### config.mk
export PLATFORM = sky130hd
export DESIGN_NAME = fifo_wr_arbiter
export DESIGN_NICKNAME = d
export VERILOG_FILES = /design/src/rtl/fifo_arb_pkg.sv /design/src/rtl/fifo_arb_rr_pick.sv /design/src/rtl/fifo_wr_arbiter.sv
export SDC_FILE = /design/constraint.sdc
export NUM_CORES = 1
export LEC_CHECK = 0
export BUFFER_PORTS_ARGS = -buffer_cell sky130_fd_sc_hd__clkbuf_2
export CORE_ASPECT_RATIO = 0.8
export CORE_MARGIN = 2
export CORE_UTILIZATION = 33
export CTS_CLUSTER_SIZE = 8
export DETAILED_ROUTE_END_ITERATION = 10
export PLACE_DENSITY = 0.83
export SKIP_LAST_GASP = 1
export SYNTH_ARGS = -nofsm -noshare
export SYNTH_HDL_FRONTEND = slang
export SYNTH_SLANG_ARGS = --single-unit
### constraint.sdc
create_clock -name wclk -period 2.2 [get_ports wclk]
set_input_delay 0 -clock wclk [delete_from_list [all_inputs] [get_ports wclk]]
set_output_delay 0 -clock wclk [all_outputs]
set_load 0.03 [all_outputs]
### src/rtl/fifo_arb_pkg.sv
// Shared definitions for the FIFO write-port arbiter: FSM encoding and a
// ceiling-log2 helper used to size the grant index.
package fifo_arb_pkg;

   typedef enum logic {
      ST_IDLE = 1'b0,
      ST_XFER = 1'b1
   } arb_state_t;

   // Ceiling log2, minimum 1 so a 2-requester grant index is still 1 bit wide.
   function automatic int clog2(input int value);
      int w;
      w = 1;
      while ((32'sd1 <<< w) < value) begin
         w = w + 32'sd1;
      end
      return w;
   endfunction

endpackage : fifo_arb_pkg

### src/rtl/fifo_arb_rr_pick.sv
// Round-robin picker: finds the first asserted request after last_id,
// wrapping from NUM_REQ-1 to 0. The request vector is duplicated, shifted so
// the search start lands on bit 0, and the lowest set bit is then encoded.
module fifo_arb_rr_pick #(
   parameter int NUM_REQ = 4,
   parameter int IDW     = 2
) (
   input  logic [NUM_REQ-1:0] req,
   input  logic [IDW-1:0]     last_id,
   output logic [IDW-1:0]     pick_id,
   output logic               pick_vld
);

   logic [IDW:0]           w_start;
   logic [IDW:0]           w_off;
   logic [IDW:0]           w_sum;
   logic [2*NUM_REQ-1:0]   w_rot;

   // Rotate the doubled request vector and priority-encode the lowest set bit.
   always_comb begin
      if ({1'b0, last_id} == (IDW+1)'(NUM_REQ - 1)) begin
         w_start = '0;
      end else begin
         w_start = {1'b0, last_id} + (IDW+1)'(1);
      end
      w_rot    = {req, req} >> w_start;
      pick_vld = 1'b0;
      w_off    = '0;
      // Scanning downward leaves the lowest set bit as the final winner.
      for (int i = NUM_REQ - 1; i >= 0; i--) begin
         if (w_rot[i]) begin
            pick_vld = 1'b1;
            w_off    = (IDW+1)'(i);
         end else begin
            pick_vld = pick_vld;
         end
      end
      w_sum = w_start + w_off;
      if (w_sum >= (IDW+1)'(NUM_REQ)) begin
         w_sum = w_sum - (IDW+1)'(NUM_REQ);
      end else begin
         w_sum = w_sum;
      end
      pick_id = w_sum[IDW-1:0];
   end

endmodule : fifo_arb_rr_pick

### src/rtl/fifo_wr_arbiter.sv
// Packet-aware round-robin arbiter for the single write port of the async
// FIFO. A grant is held until the granted source's last beat is written;
// fifo_wfull back-pressures the granted source combinationally.
module fifo_wr_arbiter
   import fifo_arb_pkg::*;
#(
   parameter int NUM_REQ = 4,
   parameter int DSIZE   = 32,
   parameter int IDW     = clog2(NUM_REQ)
) (
   input  logic                     wclk,
   input  logic                     wrst_n,
   input  logic [NUM_REQ*DSIZE-1:0] s_data,
   input  logic [NUM_REQ-1:0]       s_valid,
   input  logic [NUM_REQ-1:0]       s_last,
   output logic [NUM_REQ-1:0]       s_ready,
   output logic [DSIZE-1:0]         fifo_wdata,
   output logic                     fifo_winc,
   input  logic                     fifo_wfull,
   output logic [IDW-1:0]           grant_id,
   output logic                     busy,
   output logic                     pkt_done
);

   arb_state_t          r_state;
   arb_state_t          w_state_nxt;
   logic [IDW-1:0]      r_grant_id;
   logic [IDW-1:0]      w_grant_nxt;
   logic                r_pkt_done;
   logic                w_pkt_done_nxt;
   logic [IDW-1:0]      w_pick_id;
   logic                w_pick_vld;
   logic [NUM_REQ-1:0]  w_ready;
   logic                w_winc;
   logic [DSIZE-1:0]    w_wdata;

   fifo_arb_rr_pick #(
      .NUM_REQ (NUM_REQ),
      .IDW     (IDW)
   ) u_rr_pick (
      .req      (s_valid),
      .last_id  (r_grant_id),
      .pick_id  (w_pick_id),
      .pick_vld (w_pick_vld)
   );

   // State, grant index and done pulse; reset leaves requester 0 first in line.
   always_ff @(posedge wclk or negedge wrst_n) begin
      if (!wrst_n) begin
         r_state    <= ST_IDLE;
         r_grant_id <= IDW'(NUM_REQ - 1);
         r_pkt_done <= 1'b0;
      end else begin
         r_state    <= w_state_nxt;
         r_grant_id <= w_grant_nxt;
         r_pkt_done <= w_pkt_done_nxt;
      end
   end

   // Next-state decode plus the combinational write-port mux and handshake.
   always_comb begin
      w_state_nxt    = r_state;
      w_grant_nxt    = r_grant_id;
      w_pkt_done_nxt = 1'b0;
      w_ready        = '0;
      w_winc         = 1'b0;
      w_wdata        = '0;
      case (r_state)
         ST_IDLE: begin
            if (w_pick_vld) begin
               w_grant_nxt = w_pick_id;
               w_state_nxt = ST_XFER;
            end else begin
               w_state_nxt = ST_IDLE;
            end
         end
         ST_XFER: begin
            w_ready[r_grant_id] = ~fifo_wfull;
            w_winc              = s_valid[r_grant_id] & ~fifo_wfull;
            w_wdata             = s_data[r_grant_id*DSIZE +: DSIZE];
            // The grant only ends once the last beat actually reaches the FIFO.
            if (w_winc && s_last[r_grant_id]) begin
               w_pkt_done_nxt = 1'b1;
               w_state_nxt    = ST_IDLE;
            end else begin
               w_state_nxt    = ST_XFER;
            end
         end
         default: begin
            w_state_nxt = ST_IDLE;
         end
      endcase
   end

   assign s_ready    = w_ready;
   assign fifo_winc  = w_winc;
   assign fifo_wdata = w_wdata;
   assign grant_id   = r_grant_id;
   assign busy       = (r_state == ST_XFER);
   assign pkt_done   = r_pkt_done;

endmodule : fifo_wr_arbiter

==> run_results.csv <==
group,metric,value,unit
routing,drc,0,
sta,finalSetupViolations,0,
floorplan,die_height,62.5,um
sta,rsz0062_at_grt,"no",
setup_path,rrSetupSlack,0.46,ns
flow_run,drv_cap,0,
global_route,grt_pass1_wl,8.57,mm
final_layout,drive_gt1_share,76.2,%
clock_network,numCtsBuffers,3,
sta,fmax,0.508,GHz
final_layout,area_delta_synth_final,69.3,%
pwr,power_density,1290,nW/um^2
clock_network,cts_setup_buffers,0,
routing,routed_wl,5.32,mm
placement,place_congestion,0.841,
setup_path,crit_path_start_kind,"register",
sta,hold_ws,0.130,ns
pwr,p_leak,1.26,nW
logic_synthesis,synth_fp_nets,260,
clock_network,clock_path_buffers,2,
global_route,overflow,0,
setup_path,critPathMaxStageDelay,0.55,ns
sta,worst_pin_slew,0.433,ns
routing,drtIter0Drc,71,
routing,viasPerCell,4.91,
logic_synthesis,ys_seq_elements,4,
logic_synthesis,syn_inst,117,
setup_path,worstRegToRegCells,4,
clock_network,clock_sinks,4,
setup_path,critPathMaxFanout,16,
final_layout,fin_cells,351,
global_route,grt_pass1_vias,1847,
logic_synthesis,yosysWarnings,0,
global_route,grt_max_degree,26,
clock_network,cts_resized,0,
placement,dp.cells,347,
setup_path,rr_startpoint,"grant_id[0]$_DFFE_PN1P_",
setup_path,worst-path-buf-inv,2,
clock_network,ctsHoldBuffers,1,
logic_synthesis,yosysSeqAreaShare,7.27,%
global_route,grtUsageMet2,39.1,%
clock_network,cts-root-buf,"clkbuf_8",
setup_path,timing.rr.end,"busy$_DFF_PN0_",
setup_path,endpoint_kind,"output pin",
setup_path,critPathArrivalTime,1.97,ns
global_route,grtUsageMet1,28.5,%
routing,drt-wirelength-per-cell,15.2,um
routing,first_pass_iters,4,
logic_synthesis,yosys.cell_types.count,27,
routing,ant_nets,0,
final_layout,num-nets-final,439,
floorplan,start_util,34.0,%
clock_network,path_clk_slew,0.03,ns
setup_path,cp.required,2.20,ns
floorplan,io_pins,180,
setup_path,crit_type,"register to output pin",
sta,clock_skew,0.00177,ns
global_route,antenna_found_initial,0,
sta,tns,0,ns
setup_path,cp_slowest_cell,"dfstp_2",
sta,max-slew-margin-rel,70.9,%
sta,period_share,89.4,%
hold_path,min_path_type,"input port to async pin",
run_status,status,"completed",
global_route,met3_usage,3.03,%
floorplan,dieArea,4820,sq um
final_layout,n_fill_cell,389,
final_layout,antenna_cells,0,
clock_network,htree_levels,1,
sta,hold_viol_final,0,
pwr,vdd_drop_max,0.662,mV
placement,place_ws,0.438,ns
global_route,gr-usage-all-layers,22.1,%
setup_path,crit_chain,"buf_4 -> mux4_2 -> and2_1 -> clkbuf_2",
clock_network,cts_tree,"yes",
sta,maxSlewViolCount,0,
placement,portBuffers,179,
setup_path,crit_family,"flip-flops",
routing,via_count,1723,
floorplan,coreArea,4150,sq um
floorplan,row_count,21,
logic_synthesis,syn-cell-area,1410,sq um
global_route,grt-busiest-layer,"met2",
sta,period_needed,1.97,ns
floorplan,die_w,77.1,um
clock_network,clock_latency,0.22,ns
sta,fin_ws,0.233,ns
placement,dp_hpwl,4.67,mm
logic_synthesis,syn_avg_cell_area,12.1,sq um
==> kinds of logic after synthesis <==
logic type	Yosys count	share of synthesized area [%]
flops	4	7.27
buf+inv	17	7.98
simple gates	48	20.3
compound gates	9	5.14
fa+ha+maj	4	3.55
mux	35	55.8
==> state kept, by name, indices dropped and copies added (netlist names) <==
name      cells
busy          1
grant_id      2
pkt_done      1
==> per-stage QoR <==
stage               util, %  total power [mW]  area, sq um
floorplan                 -              2.31         1410
global placement       56.3              2.90         2340
detailed placement     56.3              2.94         2340
CTS                    57.6              3.10         2390
global route           57.6              3.29         2390
finish                 57.6              3.08         2390
==> layout by cell type, fill, tap and decap left out, types with 2 or more instances in the layout <==
cell type,instances
ha_1,4
mux4_2,31
inv_1,6
o21ai_0,2
and2_1,37
buf_4,4
dfrtp_1,2
nand2_1,2
clkbuf_2,179
clkbuf_8,3
mux4_1,3
dfstp_2,2
nor2_1,5
==> report_power, final <==
| group | internal [mW] | switching (mW) | total (mW) |
|---|---|---|---|
| logic | 1.17 | 1.60 | 2.78 |
| clock network | 0.116 | 0.0365 | 0.153 |
| registers | 0.114 | 0.0373 | 0.151 |
==> worst max-delay path by stage <==
stage / start / to / slack (ns) / depth (start not counted)
6_report: grant_id[0]$_DFFE_PN1P_ / fifo_wdata[25] / 0.23 / 4
3_3_place_gp: grant_id[0]$_DFFE_PN1P_ / fifo_wdata[18] / 0.48 / 4
5_1_grt: grant_id[0]$_DFFE_PN1P_ / fifo_wdata[25] / 0.13 / 4
4_1_cts: grant_id[0]$_DFFE_PN1P_ / fifo_wdata[25] / 0.21 / 4
3_5_place_dp: grant_id[0]$_DFFE_PN1P_ / fifo_wdata[25] / 0.44 / 4
2_1_floorplan: grant_id[1]$_DFFE_PN1P_ / grant_id[0]$_DFFE_PN1P_ / 0.12 / 8
==> cell usage after synthesis <==
cell | number | share of area [%]
ha_1 | 4 | 3.5
o31ai_1 | 1 | 0.53
mux2i_1 | 1 | 0.71
nor4_1 | 1 | 0.44
a221oi_1 | 1 | 0.62
dfstp_2 | 2 | 3.7
and3_4 | 1 | 0.80
or2_2 | 1 | 0.44
buf_4 | 1 | 0.53
clkbuf_1 | 3 | 0.80
a21oi_1 | 1 | 0.35
nand2_1 | 2 | 0.53
o41ai_2 | 1 | 1.2
mux4_1 | 3 | 5.6
a211oi_1 | 1 | 0.53
mux4_2 | 31 | 49
inv_1 | 6 | 1.6
dfrtp_1 | 2 | 3.5
a2bb2oi_1 | 1 | 0.62
nor3_1 | 1 | 0.35
o21ai_0 | 2 | 0.71
a21oi_2 | 1 | 0.62
buf_12 | 2 | 2.8
and2_1 | 37 | 16
nor2_1 | 5 | 1.3
buf_2 | 4 | 1.4
buf_6 | 1 | 0.80
==> per-layer routing <==
layer / up-vias / routed length [um]
met3: 4 / 291
met5: - / 0
li1: 818 / -
met2: 64 / 2870
met4: 0 / 40
met1: 837 / 2120
==> cell type report <==
cell class                 instances  area [sq um]  share of cell area (%)
clock buffer                       3          41.3                    1.73
inverter                           6          22.5                   0.942
multi-input combinational         96          1200                    50.1
sequential                         4           103                    4.29
tap                               57          71.3                    2.98
timing repair buffer             185           956                    40.0
==> worst reg2reg max path, cell delays in order, from the launching register on <==
cell and delay [ns]:
dfstp_2 0.55, buf_12 0.21, mux4_1 0.59, and3_4 0.21, a21oi_2 0.10
Power figures use the tool's default switching activity.
